==> config.mk <==
export PLATFORM = sky130hd
export DESIGN_NAME = lcd_init_refresh_flat
export DESIGN_NICKNAME = d
export VERILOG_FILES = /design/src/rtl/lcd_pkg.sv /design/src/rtl/lcd_init_refresh_if.sv /design/src/rtl/lcd_delay_timer.sv /design/src/rtl/lcd_init_refresh.sv /design/src/flat_wrapper.sv
export SDC_FILE = /design/constraint.sdc
export NUM_CORES = 1
export LEC_CHECK = 0
export BUFFER_PORTS_ARGS = -buffer_cell sky130_fd_sc_hd__buf_4
export CORE_ASPECT_RATIO = 1.1
export CORE_MARGIN = 2
export CORE_UTILIZATION = 51
export DETAILED_ROUTE_END_ITERATION = 6
export PLACE_DENSITY = 0.73
export RECOVER_POWER = 50
export SYNTH_ARGS = -nofsm -noshare
export SYNTH_HDL_FRONTEND = slang
export SYNTH_SLANG_ARGS = --single-unit
==> constraint.sdc <==
create_clock -name clk -period 2.5 [get_ports clk]
set_clock_uncertainty 0.05 [all_clocks]
set_input_delay 0.5 -clock clk [delete_from_list [all_inputs] [get_ports clk]]
set_output_delay 0.5 -clock clk [all_outputs]
set_load 0.02 [all_outputs]
==> src/rtl/lcd_pkg.sv <==
`default_nettype none
// ============================================================================
// Module      : lcd_pkg
// Description : Shared types and constants for the HD44780 16x2 init/refresh
//               sequencer: FSM state encoding, init command bytes,
//               line-address commands and refresh-slot decoding helpers.
// Revision    : 1.0 - initial release
// ============================================================================
package lcd_pkg;

    // Width of the delay counters (enough for 15 ms at 50 MHz).
    localparam int c_delay_w    = 20;

    // Init sequence length and per-line character count.
    localparam int c_init_len   = 4;
    localparam int c_line_chars = 16;

    // One refresh pass: line-1 address, 16 chars, line-2 address, 16 chars.
    localparam int c_ref_len    = 34;

    // Init commands, issued in this order with rs=0.
    localparam logic [7:0] c_cmd_function_set = 8'h38;  // 8-bit, 2 lines, 5x8
    localparam logic [7:0] c_cmd_entry_mode   = 8'h06;  // increment, no shift
    localparam logic [7:0] c_cmd_display_on   = 8'h0C;  // display on, no cursor
    localparam logic [7:0] c_cmd_clear        = 8'h01;  // clear display

    // Set-DDRAM-address commands for the start of each line.
    localparam logic [7:0] c_cmd_line1 = 8'h80;
    localparam logic [7:0] c_cmd_line2 = 8'hC0;

    typedef enum logic [2:0] {
        ST_IDLE       = 3'd0,
        ST_PWR_WAIT   = 3'd1,
        ST_INIT_ISSUE = 3'd2,
        ST_INIT_WAIT  = 3'd3,
        ST_CLR_DELAY  = 3'd4,
        ST_REF_ISSUE  = 3'd5,
        ST_REF_WAIT   = 3'd6
    } lcd_state_t;

    // Command byte for a given init step.
    function automatic logic [7:0] init_cmd(input logic [1:0] idx);
        logic [7:0] cmd;
        case (idx)
            2'd0:    cmd = c_cmd_function_set;
            2'd1:    cmd = c_cmd_entry_mode;
            2'd2:    cmd = c_cmd_display_on;
            default: cmd = c_cmd_clear;
        endcase
        return cmd;
    endfunction

    // Refresh slots 0 and 17 carry the line-address commands.
    function automatic logic ref_is_cmd(input logic [5:0] r);
        return (r == 6'd0) || (r == 6'(c_line_chars + 1));
    endfunction

    // Buffer address for a character slot. The 5-bit subtraction wraps
    // correctly for slots 32/33 (-> 30/31).
    function automatic logic [4:0] ref_char_addr(input logic [5:0] r);
        return (r <= 6'(c_line_chars)) ? (r[4:0] - 5'd1) : (r[4:0] - 5'd2);
    endfunction

endpackage
`default_nettype wire

==> src/rtl/lcd_init_refresh_if.sv <==
`default_nettype none
// ============================================================================
// Module      : lcd_init_refresh_if
// Description : Bundle between the LCD sequencer and its surroundings: the
//               enable/status pair, the byte-write handshake to the low-level
//               LCD write module and the character-buffer read port.
//   lcd_enable  : run request (level)
//   wr_start    : one-cycle byte write request
//   wr_data     : byte to write, stable from wr_start until wr_finish
//   wr_rs       : 0 = command, 1 = character data
//   wr_finish   : one-cycle completion pulse from the write module
//   char_addr   : buffer address (0..15 line 1, 16..31 line 2)
//   char_data   : asynchronous-read buffer data for char_addr
//   init_done   : init sequence complete, refreshing
// Revision    : 1.0 - initial release
// ============================================================================
interface lcd_init_refresh_if;

    logic       lcd_enable;
    logic       wr_start;
    logic [7:0] wr_data;
    logic       wr_rs;
    logic       wr_finish;
    logic [4:0] char_addr;
    logic [7:0] char_data;
    logic       init_done;

    // Sequencer side.
    modport master (
        input  lcd_enable,
        input  wr_finish,
        input  char_data,
        output wr_start,
        output wr_data,
        output wr_rs,
        output char_addr,
        output init_done
    );

    // Environment side (write module, buffer, controller).
    modport slave (
        output lcd_enable,
        output wr_finish,
        output char_data,
        input  wr_start,
        input  wr_data,
        input  wr_rs,
        input  char_addr,
        input  init_done
    );

endinterface
`default_nettype wire

==> src/rtl/lcd_delay_timer.sv <==
`default_nettype none
// ============================================================================
// Module      : lcd_delay_timer
// Description : Single-shot cycle delay. A start pulse latches the terminal
//               count; o_done is high during the terminal-count-th cycle
//               after start, so a consumer moving on when o_done is seen
//               spends exactly that many cycles waiting. A terminal count of
//               0 behaves as 1. A new start always restarts the count.
//   clk, rst    : clock, asynchronous active-high reset
//   i_start     : restart the delay
//   i_terminal  : delay length in clk cycles (sampled with i_start)
//   o_done      : one-cycle pulse in the final cycle of the delay
// Revision    : 1.0 - initial release
// ============================================================================
module lcd_delay_timer #(
    parameter int DELAY_W = 20
) (
    input  wire logic               clk,
    input  wire logic               rst,
    input  wire logic               i_start,
    input  wire logic [DELAY_W-1:0] i_terminal,
    output logic                    o_done
);

    localparam logic [DELAY_W-1:0] c_one = DELAY_W'(1);

    logic [DELAY_W-1:0] r_count;
    logic [DELAY_W-1:0] r_terminal;
    logic               r_busy;
    logic [DELAY_W-1:0] w_terminal_eff;

    assign w_terminal_eff = (i_terminal == '0) ? c_one : i_terminal;

    // r_count holds the number of the cycle currently in progress (1-based),
    // so it never needs to exceed the terminal value.
    always_ff @(posedge clk or posedge rst) begin
        if (rst) begin
            r_count    <= '0;
            r_terminal <= '0;
            r_busy     <= 1'b0;
        end else if (i_start) begin
            r_count    <= c_one;
            r_terminal <= w_terminal_eff;
            r_busy     <= 1'b1;
        end else if (o_done) begin
            r_busy     <= 1'b0;
        end else if (r_busy) begin
            r_count    <= r_count + c_one;
        end
    end

    assign o_done = r_busy && (r_count >= r_terminal);

endmodule
`default_nettype wire

==> src/rtl/lcd_init_refresh.sv <==
`default_nettype none
// ============================================================================
// Module      : lcd_init_refresh
// Description : HD44780 16x2 (8-bit mode) sequencer. After lcd_enable it
//               waits POWERUP_CYCLES, sends the init commands, waits
//               CLEAR_CYCLES after the clear, then refreshes both lines from
//               a 32-byte character buffer forever. Each byte is requested
//               with a one-cycle wr_start and completed by wr_finish.
//   clk         : system clock, rising edge
//   rst         : asynchronous active-high reset
//   bus         : lcd_init_refresh_if.master (enable, write handshake,
//                 buffer read port, init_done)
// Revision    : 1.0 - initial release
// ============================================================================
module lcd_init_refresh
    import lcd_pkg::*;
#(
    parameter int POWERUP_CYCLES = 750000,
    parameter int CLEAR_CYCLES   = 82000
) (
    input  wire logic          clk,
    input  wire logic          rst,
    lcd_init_refresh_if.master bus
);

    localparam logic [c_delay_w-1:0] c_powerup_tc = c_delay_w'(POWERUP_CYCLES);
    localparam logic [c_delay_w-1:0] c_clear_tc   = c_delay_w'(CLEAR_CYCLES);
    localparam logic [1:0]           c_init_last  = 2'(c_init_len - 1);
    localparam logic [5:0]           c_ref_last   = 6'(c_ref_len - 1);

    lcd_state_t           r_state;
    lcd_state_t           w_next_state;
    logic [1:0]           r_init_idx;
    logic [5:0]           r_ref_idx;
    logic [7:0]           r_data_hold;
    logic                 r_rs_hold;
    logic                 r_init_done;

    logic                 w_issuing;
    logic                 w_ref_cmd;
    logic [7:0]           w_issue_data;
    logic                 w_issue_rs;

    logic                 w_timer_start;
    logic [c_delay_w-1:0] w_timer_tc;
    logic                 w_timer_done;

    // One timer serves both the power-up and post-clear delays; they never
    // overlap and each is (re)started on entry to its wait state.
    lcd_delay_timer #(
        .DELAY_W    (c_delay_w)
    ) u_delay (
        .clk        (clk),
        .rst        (rst),
        .i_start    (w_timer_start),
        .i_terminal (w_timer_tc),
        .o_done     (w_timer_done)
    );

    assign w_ref_cmd = ref_is_cmd(r_ref_idx);
    assign w_issuing = (r_state == ST_INIT_ISSUE) || (r_state == ST_REF_ISSUE);

    // --------------------------------------------------------------------
    // Byte presented on the bus. During an ISSUE cycle it is the freshly
    // selected byte (buffer data is read combinationally right here);
    // afterwards the captured copy keeps it stable until wr_finish.
    // --------------------------------------------------------------------
    always_comb begin : issue_byte
        w_issue_data = r_data_hold;
        w_issue_rs   = r_rs_hold;
        if (r_state == ST_INIT_ISSUE) begin
            w_issue_data = init_cmd(r_init_idx);
            w_issue_rs   = 1'b0;
        end else if (r_state == ST_REF_ISSUE) begin
            if (w_ref_cmd) begin
                w_issue_data = (r_ref_idx == 6'd0) ? c_cmd_line1 : c_cmd_line2;
                w_issue_rs   = 1'b0;
            end else begin
                w_issue_data = bus.char_data;
                w_issue_rs   = 1'b1;
            end
        end
    end

    // An ISSUE cycle that is being abandoned because enable dropped does not
    // raise wr_start, so no write is left in flight when going idle.
    assign bus.wr_start  = w_issuing && bus.lcd_enable;
    assign bus.wr_data   = w_issue_data;
    assign bus.wr_rs     = w_issue_rs;
    assign bus.char_addr = ((r_state == ST_REF_ISSUE) && !w_ref_cmd) ?
                           ref_char_addr(r_ref_idx) : 5'd0;
    assign bus.init_done = r_init_done;

    // --------------------------------------------------------------------
    // Next-state logic. wr_finish is only looked at in the WAIT states, so
    // a pulse coinciding with wr_start (ISSUE) or outside a write is ignored.
    // --------------------------------------------------------------------
    always_comb begin : next_state
        w_next_state  = r_state;
        w_timer_start = 1'b0;
        w_timer_tc    = c_powerup_tc;
        case (r_state)
            ST_IDLE: begin
                if (bus.lcd_enable) begin
                    w_next_state  = ST_PWR_WAIT;
                    w_timer_start = 1'b1;
                    w_timer_tc    = c_powerup_tc;
                end
            end
            ST_PWR_WAIT: begin
                if (!bus.lcd_enable)
                    w_next_state = ST_IDLE;
                else if (w_timer_done)
                    w_next_state = ST_INIT_ISSUE;
            end
            ST_INIT_ISSUE: begin
                w_next_state = bus.lcd_enable ? ST_INIT_WAIT : ST_IDLE;
            end
            ST_INIT_WAIT: begin
                // A disable is honoured only once the write in flight ends.
                if (bus.wr_finish) begin
                    if (!bus.lcd_enable) begin
                        w_next_state = ST_IDLE;
                    end else if (r_init_idx == c_init_last) begin
                        w_next_state  = ST_CLR_DELAY;
                        w_timer_start = 1'b1;
                        w_timer_tc    = c_clear_tc;
                    end else begin
                        w_next_state = ST_INIT_ISSUE;
                    end
                end
            end
            ST_CLR_DELAY: begin
                if (!bus.lcd_enable)
                    w_next_state = ST_IDLE;
                else if (w_timer_done)
                    w_next_state = ST_REF_ISSUE;
            end
            ST_REF_ISSUE: begin
                w_next_state = bus.lcd_enable ? ST_REF_WAIT : ST_IDLE;
            end
            ST_REF_WAIT: begin
                if (bus.wr_finish)
                    w_next_state = bus.lcd_enable ? ST_REF_ISSUE : ST_IDLE;
            end
            default: begin
                w_next_state = ST_IDLE;
            end
        endcase
    end

    always_ff @(posedge clk or posedge rst) begin
        if (rst)
            r_state <= ST_IDLE;
        else
            r_state <= w_next_state;
    end

    // --------------------------------------------------------------------
    // Indices, byte capture and init_done.
    // --------------------------------------------------------------------
    always_ff @(posedge clk or posedge rst) begin
        if (rst) begin
            r_init_idx  <= 2'd0;
            r_ref_idx   <= 6'd0;
            r_data_hold <= 8'h00;
            r_rs_hold   <= 1'b0;
            r_init_done <= 1'b0;
        end else begin
            if (bus.wr_start) begin
                r_data_hold <= w_issue_data;
                r_rs_hold   <= w_issue_rs;
            end

            if (r_state == ST_IDLE)
                r_init_idx <= 2'd0;
            else if ((r_state == ST_INIT_WAIT) && (w_next_state == ST_INIT_ISSUE))
                r_init_idx <= r_init_idx + 2'd1;

            if ((r_state == ST_CLR_DELAY) && (w_next_state == ST_REF_ISSUE))
                r_ref_idx <= 6'd0;
            else if ((r_state == ST_REF_WAIT) && (w_next_state == ST_REF_ISSUE))
                r_ref_idx <= (r_ref_idx == c_ref_last) ? 6'd0 : r_ref_idx + 6'd1;

            if ((w_next_state == ST_IDLE) && (r_state != ST_IDLE))
                r_init_done <= 1'b0;
            else if ((r_state == ST_CLR_DELAY) && (w_next_state == ST_REF_ISSUE))
                r_init_done <= 1'b1;
        end
    end

endmodule
`default_nettype wire

==> src/flat_wrapper.sv <==
// flat-port wrapper written by rule: the top's interface ports become plain ports
module lcd_init_refresh_flat import lcd_pkg::*;
#(
    parameter int POWERUP_CYCLES = 750000,
    parameter int CLEAR_CYCLES   = 82000
)
  (clk, rst, bus_lcd_enable, bus_wr_finish, bus_char_data, bus_wr_start, bus_wr_data, bus_wr_rs, bus_char_addr, bus_init_done);
  lcd_init_refresh_if bus_i ();
  input  wire logic clk;
  input  wire logic rst;
  input wire logic [$bits(bus_i.lcd_enable)-1:0] bus_lcd_enable;
  input wire logic [$bits(bus_i.wr_finish)-1:0] bus_wr_finish;
  input wire logic [$bits(bus_i.char_data)-1:0] bus_char_data;
  output wire logic [$bits(bus_i.wr_start)-1:0] bus_wr_start;
  output wire logic [$bits(bus_i.wr_data)-1:0] bus_wr_data;
  output wire logic [$bits(bus_i.wr_rs)-1:0] bus_wr_rs;
  output wire logic [$bits(bus_i.char_addr)-1:0] bus_char_addr;
  output wire logic [$bits(bus_i.init_done)-1:0] bus_init_done;
  assign bus_i.lcd_enable = bus_lcd_enable;
  assign bus_i.wr_finish = bus_wr_finish;
  assign bus_i.char_data = bus_char_data;
  assign bus_wr_start = bus_i.wr_start;
  assign bus_wr_data = bus_i.wr_data;
  assign bus_wr_rs = bus_i.wr_rs;
  assign bus_char_addr = bus_i.char_addr;
  assign bus_init_done = bus_i.init_done;
  lcd_init_refresh #(.POWERUP_CYCLES(POWERUP_CYCLES), .CLEAR_CYCLES(CLEAR_CYCLES)) u_core (.clk(clk), .rst(rst), .bus(bus_i));
endmodule
# Word-level counts from Yosys, hierarchy flattened
# Index checks and enable logic that the tools add are counted.
[totals]
register_bits = 62
inputBits = 12
wordCells = 97
[op_classes]
addsub = 5
order_cmp = 2
eq_ne = 14
muxes = 45
n_reduce_logical = 22
[op_table]
columns = ["operator", "n"]
rows = [
  ["two-way mux 20 bit", 8],
  ["two-way mux 3 bit", 11],
  ["two-way mux 8 bit", 3],
  ["case mux 3 bit (7 select lines)", 1],
  ["adder 20 x 1 -> 20 bit, second input constant", 1],
  ["greater-or-equal comparator 20 bit", 1],
  ["logical NOT 20 bit", 1],
  ["two-way mux 6 bit", 3],
  ["case mux 6 bit (3 select lines)", 1],
  ["equality test 3 bit, second input constant", 4],
  ["two-way mux 1 bit", 11],
  ["two-way mux 5 bit", 2],
  ["nonzero test 2 bit", 5],
  ["equality test 3 x 2 -> 1 bit, second input constant", 3],
  ["logical AND 1 bit", 7],
  ["two-way mux 7 bit", 1],
  ["adder 6 x 1 -> 6 bit, second input constant", 1],
  ["equality test 6 x 5 -> 1 bit, second input constant", 1],
  ["equality test 6 bit, second input constant", 1],
  ["less-or-equal comparator 6 x 5 -> 1 bit, second input constant", 1],
  ["logical NOT 3 bit", 2],
  ["logical NOT 6 bit", 1],
  ["two-way mux 2 bit", 3],
  ["subtractor 5 x 1 -> 5 bit, second input constant", 1],
  ["other kinds (12)", 14],
]

# Depth between registers and ports, before layout
# Gate-level depths: netlist of the first run.
[logic_depth]
word_depth = 9
depth_mapped = 9
depth_no_buf = 8

# Cells and area by module
# Synthesis of the first run repeated with hierarchy kept, for this count alone.
[hier_totals]
hier_cells = 480
area_unflattened_um2 = 4326.6
[modules_own_cells]
columns = ["module", "n_inst", "cells_per_inst", "area_per_inst_um2", "seq_area_each_um2"]
rows = [
  ["lcd_delay_timer", 1, 287, 2625.0, 1026.0],
  ["lcd_init_refresh", 1, 193, 1701.6, 525.5],
]

# Worst setup path after synthesis of the first run
# OpenSTA, ideal clock, no wires.
[synth_timing]
path_type = "flip-flop to flip-flop"
from = "register u_core.u_delay.r_terminal[17]"
to = "register u_core.u_delay.r_count[13]"
arrival_ns = 2.570
required_ns = 2.372
path_slack_ns = -0.198
path_stages_with_launch = 9
path_buffers = 0
period_less_slack_ns = 2.698
cell_sequence = "dfrtp_1 -> inv_1 -> ha_1 -> a211o_1 -> a21oi_2 -> nand3_2 -> or4b_4 -> or4_1 -> a21oi_1"
[synth_via]
elab_chain_len = 4
[synth_lines]
columns = ["item", "line", "text"]
rows = [
  ["from (decl)", "lcd_delay_timer.sv:28", "logic [DELAY_W-1:0] r_terminal;"],
  ["from (signal assigned)", "lcd_delay_timer.sv:43", "r_terminal <= w_terminal_eff;"],
  ["greater-or-equal comparator 20 bit", "lcd_delay_timer.sv:52", "assign o_done = r_busy && (r_count >= r_terminal);"],
  ["logical AND 1 bit", "lcd_delay_timer.sv:52", ""],
  ["!= test 2 bit (no source line)", "-", ""],
  ["AND reduction 2 bit (no source line)", "-", ""],
  ["to (signal assigned)", "lcd_delay_timer.sv:42", "r_count <= c_one;"],
  ["to (signal assigned)", "lcd_delay_timer.sv:48", "r_count <= r_count + c_one;"],
  ["to (decl)", "lcd_delay_timer.sv:27", "logic [DELAY_W-1:0] r_count;"],
]
# Every way passes these cells.
# A chain may end at the register's enable or synchronous reset.

# Worst setup path after layout of the first run
[layout_timing]
from = "register u_core.u_delay.r_terminal[17]"
to = "register u_core.u_delay.r_count[19]"
# The elaborated chain is that of the path after synthesis.

==> results of run 1 <==
[per-stage QoR]
stage	cells	hold WS, ns
final	497	0.439
after global routing	497	0.459
after CTS	491	0.318
after detailed placement	469	0.450
after global placement	469	0.438
after floorplan	331	0.412
[worst paths after layout]
kind / end / cells after the start / from / slack (ns)
setup / recovery: u_core.u_delay.r_count[19]$_DFFE_PP0P_ / 9 / u_core.u_delay.r_terminal[17]$_DFFE_PP0P_ / -0.24
hold reg to reg: u_core.r_data_hold[2]$_DFFE_PP0P_ / 1 / u_core.r_data_hold[2]$_DFFE_PP0P_ / 0.47
max in group asynchronous: u_core.r_state[2]$_DFF_PP0_ / 3 / rst / 1.11
min in group asynchronous: u_core.u_delay.r_count[11]$_DFFE_PP0P_ / 3 / rst / 0.52
setup reg to reg: u_core.u_delay.r_count[19]$_DFFE_PP0P_ / 9 / u_core.u_delay.r_terminal[17]$_DFFE_PP0P_ / -0.24
hold / removal: u_core.r_rs_hold$_DFFE_PP0P_ / 3 / bus_lcd_enable / 0.44
[routing by layer]
| layer | global-route usage (%) | vias up | wire length (microns) |
|---|---|---|---|
| met1 | 32.7 | 1516 | 3590 |
| met2 | 45.3 | 120 | 4850 |
| met3 | 3.98 | 38 | 408 |
| met4 | 9.25 | 0 | 405 |
| met5 | 0 | - | 0 |
| li1 | - | 1360 | - |
[final cells by class]
cell class / count / area (sq um) / share of cell area [%]
Inverter: 21 / 78.8 / 1.90
Clock inverter: 2 / 10.0 / 0.241
Clock buffer: 6 / 72.6 / 1.75
Tap cell: 77 / 96.3 / 2.32
Multi-Input combinational cell: 253 / 2030 / 48.9
Timing Repair Buffer: 93 / 734 / 17.7
Sequential cell: 45 / 1130 / 27.2
[where the power goes]
part / switching (mW) / internal [mW]
clock network: 0.264 / 0.195
registers: 0.0389 / 0.762
logic: 0.134 / 0.112
[cells by family after synthesis]
| logic type | after synthesis | synth area share, % |
|---|---|---|
| AO/OA/AOI/OAI | 75 | 17.1 |
| adder cells (fa/ha/maj) | 23 | 9.63 |
| multiplexers | 11 | 4.06 |
| buffers and inverters | 33 | 4.39 |
| XOR/XNOR | 16 | 4.69 |
| AND/OR/NAND/NOR | 128 | 22.5 |
| flip-flops | 45 | 37.7 |
[registers in the layout, indices dropped and copies added, names as in the netlist]
name,flops
u_core.r_data_hold,8
u_core.u_delay.r_count,20
u_core.u_delay.r_terminal,3
u_core.r_rs_hold,1
u_core.u_delay.r_busy,1
u_core.r_ref_idx,6
u_core.bus.init_done,1
u_core.r_state,3
u_core.r_init_idx,2
[critical path, stage by stage, from the launching register on]
cell	delay [ns]
dfrtp_1	0.41
inv_2	0.12
buf_12	0.13
ha_4	0.20
a211o_1	0.27
a21oi_2	0.18
nand3_2	0.11
or4b_4	0.55
or4_1	0.50
a21oi_1	0.14
[repair_timing]
action / CTS / global route
cloned: 0 / 0
buffers inserted: 15 / 9
resized for setup: 18 / 45
pin swaps: 11 / 14
hold endpoints to repair: 0 / 0
endpoints found under the setup margin: 28 / 34
hold buffers: 0 / 0
[placed cells by master, fill, tap and decap left out, drive strengths merged, types with 3 or more instances in the layout]
cell type  count
dfrtp         45
or3            4
a22o           4
a21oi         22
nand3         12
o21ai         15
nor2          36
ha            23
buf           91
clkinv         3
o31ai          6
a22oi          4
nor3b          3
a211o          5
nor2b          4
a211oi         3
or4            4
nand4          5
nor3          11
nand2         28
clkbuf         8
xnor2         15
inv           20
mux2           9
and2           3
nor4b          4
==> insert_results.sql, run 1 <==
INSERT INTO impl_metrics (metric_group, metric, value, unit) VALUES
('synthesis', 'yosys.cell_types.count', '52', ''),
('floorplanning', 'design.core.area', '0.00573', 'sq mm'),
('synthesis', 'synth_area_per_cell', '9.03', 'sq um'),
('global_routing', 'grt_pass1_wl', '13800', 'microns'),
('global_routing', 'grt_use_total', '25.9', '%'),
('synthesis', 'synth-seq-area-share', '37.7', '%'),
('placement', 'gpl.final_weighted_congestion', '0.918', ''),
('sta', 'achievable-frequency', '365', 'MHz'),
('global_routing', 'grt_antenna_before_repair', '0', ''),
('power', 'vdd.ir_drop.worst', '0.240', 'mV'),
('worst_setup_path', 'worst-path-max-fanout', '6', ''),
('min_path', 'worst_hold_path_type', 'in -> reg', ''),
('clocking', 'cts_tree', 'built', ''),
('sta', 'maxSlewViolCount', '0', ''),
('clocking', 'depth_of_the_cts_h_tree', '2', ''),
('power', 'pwr_density_cell', '363', 'mW/mm^2'),
('sta', 'relSlewSlack', '23.4', '%'),
('cells_and_area', 'syn2layout_area_growth', '38.8', '%'),
('synthesis', 'synth-edff-count', '0', ''),
('sta', 'rsz0062_at_grt', 'true', ''),
('power', 'fin_total_pwr', '1.51', 'mW'),
('floorplanning', 'initial_core_util', '52.1', '%'),
('synthesis', 'synth_top_area_share', '37.7', '%'),
('clocking', 'tritoncts_sink_count', '45', ''),
('cells_and_area', 'num-fill-cells', '412', ''),
('placement', 'placed_area', '0.00362', 'sq mm'),
('synthesis', 'synth_top_area_cell', 'dfrtp_1', ''),
('synthesis', 'netlist_area', '0.00299', 'sq mm'),
('worst_setup_path', 'element_type_at_the_critical_path_start', 'register', ''),
('drt', 'violation_count_after_the_first_detailed_routing_iteration', '180', ''),
('status', 'run_status', 'finished with violations', ''),
('placement', 'post-place-ws', '-0.114', 'ns'),
('drt', 'vias_per_cell', '6.10', ''),
('placement', 'placement.io_buffers', '27', ''),
('synthesis', 'synth_common_cells', 'dfrtp_1 (45), nor2_1 (36), nand2_1 (28), ha_1 (23), a21oi_1 (21)', ''),
('synthesis', 'synthArstFlopShare', '100', '%'),
('drt', 'routed_wl', '9250', 'microns'),
('global_routing', 'grt_pass1_vias', '2925', ''),
('worst_setup_path', 'arrival', '2.92', 'ns'),
('clocking', 'insertion_delay', '0.30', 'ns'),
('floorplanning', 'io_pins', '28', ''),
('global_routing', 'pin_count_of_the_biggest_net_entering_global_routing', '46', ''),
('synthesis', 'synth.net_count', '366', ''),
('drt', 'detail_route.wl_per_cell', '18.6', 'microns'),
('sta', 'post-route-period-util', '109', '%'),
('global_routing', 'grt.overflow.total', '0', ''),
('worst_setup_path', 'criticalPathCategory', 'reg -> reg', ''),
('clocking', 'cts_max_path_buffers', '2', ''),
('clocking', 'path_clk_slew', '0.09', 'ns'),
('status', 'violations', 'negative setup slack', ''),
('clocking', 'cts_inserted_buffers', '5', ''),
('cells_and_area', 'fin_area', '0.00415', 'sq mm'),
('sta', 'setup_viol', '21', ''),
('synthesis', 'netlist_top_cells_area', 'dfrtp_1 (38%), ha_1 (9.6%), nor2_1 (4.5%), xnor2_1 (4.4%), a21oi_1 (3.5%)', ''),
('floorplanning', 'rows', '29', ''),
('worst_setup_path', 'worstSetupEndpointType', 'register', ''),
('flow_run', 'cap_viol_max_count', '0', ''),
('synthesis', 'number_of_warnings_printed_during_yosys_synthesis', '0', ''),
('cells_and_area', 'final_net_count', '454', ''),
('synthesis', 'synth_most_common_cell', 'dfrtp_1', ''),
('sta', 'fin_tns_setup', '-2.34', 'ns'),
('floorplanning', 'die_h', '84.3', 'microns'),
('drt', 'vias', '3034', ''),
('cells_and_area', 'layout-drive-gt1-share', '39.3', '%'),
('floorplanning', 'chipWidth', '77.0', 'microns'),
('placement', 'place.detailed.hpwl', '5500', 'microns'),
('cells_and_area', 'antennaDiodeCount', '0', ''),
('sta', 'worstMarginPinSlew', '1.15', 'ns'),
('power', 'power.leakage', '1.92', 'nW'),
('cells_and_area', 'final_core_util', '72.4', '%'),
('drt', 'dr.pass1.iters', '4', ''),
('clocking', 'cts.root.buffer_cell', 'clkbuf_8', ''),
('floorplanning', 'dieArea', '0.00649', 'sq mm'),
('worst_setup_path', 'cp.required', '2.69', 'ns'),
('drt', 'antenna_left', '0', ''),
('sta', 'timing.final.ws_setup', '-0.237', 'ns'),
('drt', 'route.detailed.drc', '0', ''),
('sta', 'min_period', '2.74', 'ns'),
('sta', 'final_hold_viol_count', '0', ''),
('synthesis', 'syn_inst', '331', ''),
('synthesis', 'ys_dominant_reg_cell', 'dfrtp_1', ''),
('synthesis', 'yosys_register_bits', '45', '');
Note: power is estimated with default switching activity, not from simulation.
==> run 2: changes to the inputs <==
- CELL_PAD_IN_SITES_DETAIL_PLACEMENT: default -> 1
- CELL_PAD_IN_SITES_GLOBAL_PLACEMENT: default -> 1
- CORE_UTILIZATION: 51 -> 41
- PLACE_DENSITY: 0.73 -> default
- PLACE_DENSITY_LB_ADDON: default -> 0.1
==> run 2 against run 1 <==
  * The run still ends with negative setup slack left
  * Design area grew 1.1%
  * Setup slack gained 0.041 ns
  * Register-to-register slack gained 0.04 ns
  * Utilization shrank 13 points
  * Final cell count grew 1.8%
  * Clock power grew 18%
  * Sequential cell count is the same
  * Maximum frequency grew 1.5%
  * Non-clock buffer count grew 2
  * Power grew 6.5%
  * Die area grew 23%
  * Critical path type unchanged
  * Largest power group unchanged
==> insert_results.sql, run 2 (synthesis results as in run 1) <==
INSERT INTO impl_metrics (metric_group, metric, value, unit) VALUES
('cells_and_area', 'syn2layout_area_growth', '40.4', '%'),
('sta', 'post-route-period-util', '108', '%'),
('cells_and_area', 'final_cell_mix', 'buf_4 (79), dfrtp_1 (45), nor2_1 (34)', ''),
('global_routing', 'grt.overflow.total', '0', ''),
('placement', 'post-place-ws', '-0.157', 'ns'),
('cells_and_area', 'final_core_util', '59.6', '%'),
('floorplanning', 'design.core.area', '0.00705', 'sq mm'),
('sta', 'timing.final.ws_setup', '-0.196', 'ns'),
('drt', 'vias_per_cell', '5.63', ''),
('clocking', 'insertion_delay', '0.30', 'ns'),
('power', 'pwr_density_cell', '382', 'mW/mm^2'),
('sta', 'maxSlewViolCount', '0', ''),
('clocking', 'cts_max_path_buffers', '2', ''),
('cells_and_area', 'reg.largest.list', 'u_core.u_delay.r_count x20, u_core.r_data_hold x8, u_core.r_ref_idx x6', ''),
('drt', 'antenna_left', '0', ''),
('power', 'power.leakage', '1.96', 'nW'),
('sta', 'relSlewSlack', '36.5', '%'),
('placement', 'place.detailed.hpwl', '6480', 'microns'),
('worst_setup_path', 'arrival', '2.88', 'ns'),
('global_routing', 'grt_pass1_vias', '3127', ''),
('drt', 'dr.pass1.iters', '4', ''),
('floorplanning', 'initial_core_util', '42.4', '%'),
('worst_setup_path', 'worstSetupEndpointType', 'register', ''),
('placement', 'placed_area', '0.00367', 'sq mm'),
('global_routing', 'grt_antenna_before_repair', '0', ''),
('floorplanning', 'rows', '32', ''),
('cells_and_area', 'max_flop_register', 'u_core.u_delay.r_count', ''),
('placement', 'placement.io_buffers', '27', ''),
('power', 'vdd.ir_drop.worst', '0.261', 'mV'),
('cells_and_area', 'layout-drive-gt1-share', '37.5', '%'),
('floorplanning', 'dieArea', '0.00799', 'sq mm'),
('clocking', 'depth_of_the_cts_h_tree', '2', ''),
('cells_and_area', 'largest_register_ffs', '20', ''),
('sta', 'final_hold_viol_count', '0', ''),
('clocking', 'cts_tree', 'built', ''),
('clocking', 'path_clk_slew', '0.09', 'ns'),
('placement', 'gpl.final_weighted_congestion', '0.844', ''),
('floorplanning', 'io_pins', '28', ''),
('global_routing', 'pin_count_of_the_biggest_net_entering_global_routing', '17', ''),
('floorplanning', 'chipWidth', '85.4', 'microns'),
('global_routing', 'grt_use_total', '23.9', '%'),
('global_routing', 'grt_pass1_wl', '15000', 'microns'),
('clocking', 'cts_inserted_buffers', '5', ''),
('cells_and_area', 'leading_cell_type_in_the_layout_fill_and_taps_excluded', 'buf_4', ''),
('worst_setup_path', 'worst-path-max-fanout', '7', ''),
('cells_and_area', 'final_net_count', '456', ''),
('cells_and_area', 'fin_area', '0.00420', 'sq mm'),
('min_path', 'worst_hold_path_type', 'in -> async', ''),
('worst_setup_path', 'element_type_at_the_critical_path_start', 'register', ''),
('sta', 'setup_viol', '16', ''),
('status', 'violations', 'negative setup slack', ''),
('sta', 'worstMarginPinSlew', '0.952', 'ns'),
('clocking', 'cts.root.buffer_cell', 'clkbuf_8', ''),
('drt', 'route.detailed.drc', '0', ''),
('sta', 'min_period', '2.70', 'ns'),
('clocking', 'tritoncts_sink_count', '45', ''),
('clocking', 'hold_buffers', '0', ''),
('worst_setup_path', 'criticalPathCategory', 'reg -> reg', ''),
('drt', 'vias', '2850', ''),
('sta', 'rsz0062_at_grt', 'true', ''),
('drt', 'violation_count_after_the_first_detailed_routing_iteration', '95', ''),
('status', 'run_status', 'finished with violations', ''),
('floorplanning', 'die_h', '93.6', 'microns'),
('sta', 'achievable-frequency', '371', 'MHz'),
('worst_setup_path', 'cp.required', '2.68', 'ns'),
('cells_and_area', 'antennaDiodeCount', '0', ''),
('flow_run', 'cap_viol_max_count', '0', ''),
('cells_and_area', 'num-fill-cells', '810', ''),
('drt', 'detail_route.wl_per_cell', '18.1', 'microns'),
('drt', 'routed_wl', '9170', 'microns');
## run 2: cell type report
class	instances	area, sq um	share of cell area, %
Clock inverter	2	35.0	0.835
Timing Repair Buffer	95	772	18.4
Multi-Input combinational cell	253	2010	47.9
Sequential cell	45	1130	26.8
Tap cell	85	106	2.53
Inverter	21	78.8	1.88
Clock buffer	5	68.8	1.64
## run 2: per-stage QoR
| step | hold slack, ns | TNS (ns) | power (mW) | std cells |
|---|---|---|---|---|
| 2_1_floorplan | 0.412 | -0.00261 | 0.929 | 331 |
| 3_3_place_gp | 0.436 | -0.291 | 1.05 | 482 |
| 3_5_place_dp | 0.446 | -1.11 | 1.05 | 482 |
| 4_1_cts | 0.114 | -0.532 | 1.61 | 502 |
| 5_1_grt | 0.290 | -4.76 | 1.68 | 506 |
| 6_report | 0.235 | -1.85 | 1.60 | 506 |
## run 2: per-layer routing
layer | global-route usage (%) | vias to the layer above | wire [microns]
li1 | - | 1364 | -
met3 | 3.27 | 10 | 232
met4 | 5.95 | 0 | 91
met1 | 27.5 | 1438 | 3610
met5 | 0 | - | 0
met2 | 46.0 | 38 | 5230
## run 2: worst paths after layout
| kind | from | endpoint | slack, ns | cells past startpoint |
|---|---|---|---|---|
| min in group clk | u_core.r_data_hold[6]$_DFFE_PP0P_ | u_core.r_data_hold[6]$_DFFE_PP0P_ | 0.46 | 1 |
| setup / recovery | u_core.u_delay.r_terminal[17]$_DFFE_PP0P_ | u_core.u_delay.r_count[19]$_DFFE_PP0P_ | -0.20 | 9 |
| setup reg to reg | u_core.u_delay.r_terminal[17]$_DFFE_PP0P_ | u_core.u_delay.r_count[19]$_DFFE_PP0P_ | -0.20 | 9 |
| hold reg to reg | u_core.r_data_hold[6]$_DFFE_PP0P_ | u_core.r_data_hold[6]$_DFFE_PP0P_ | 0.46 | 1 |
| max in group asynchronous | rst | u_core.r_ref_idx[5]$_DFFE_PP0P_ | 0.88 | 3 |
| hold / removal | rst | u_core.u_delay.r_count[4]$_DFFE_PP0P_ | 0.23 | 2 |
## run 2: what timing repair did
item / CTS / global route
buffers inserted: 15 / 8
endpoints found under the setup margin: 28 / 41
pin swaps: 13 / 16
gates resized for setup: 24 / 42
## run 2: critical path: stages, from the launching register on
cell	delay [ns]
dfrtp_1	0.39
inv_2	0.12
buf_12	0.13
ha_4	0.20
a211o_1	0.26
a21oi_2	0.16
nand3_2	0.10
or4b_4	0.56
or4_1	0.52
a21oi_2	0.14
## run 2: report_power, final
group / internal (mW) / total [mW] / leakage (nW) / switching, mW
Sequential: 0.762 / 0.787 / 0.595 / 0.0251
Clock: 0.291 / 0.541 / 0.0540 / 0.250
Combinational: 0.127 / 0.275 / 1.31 / 0.147
Total: 1.18 / 1.60 / 1.96 / 0.422
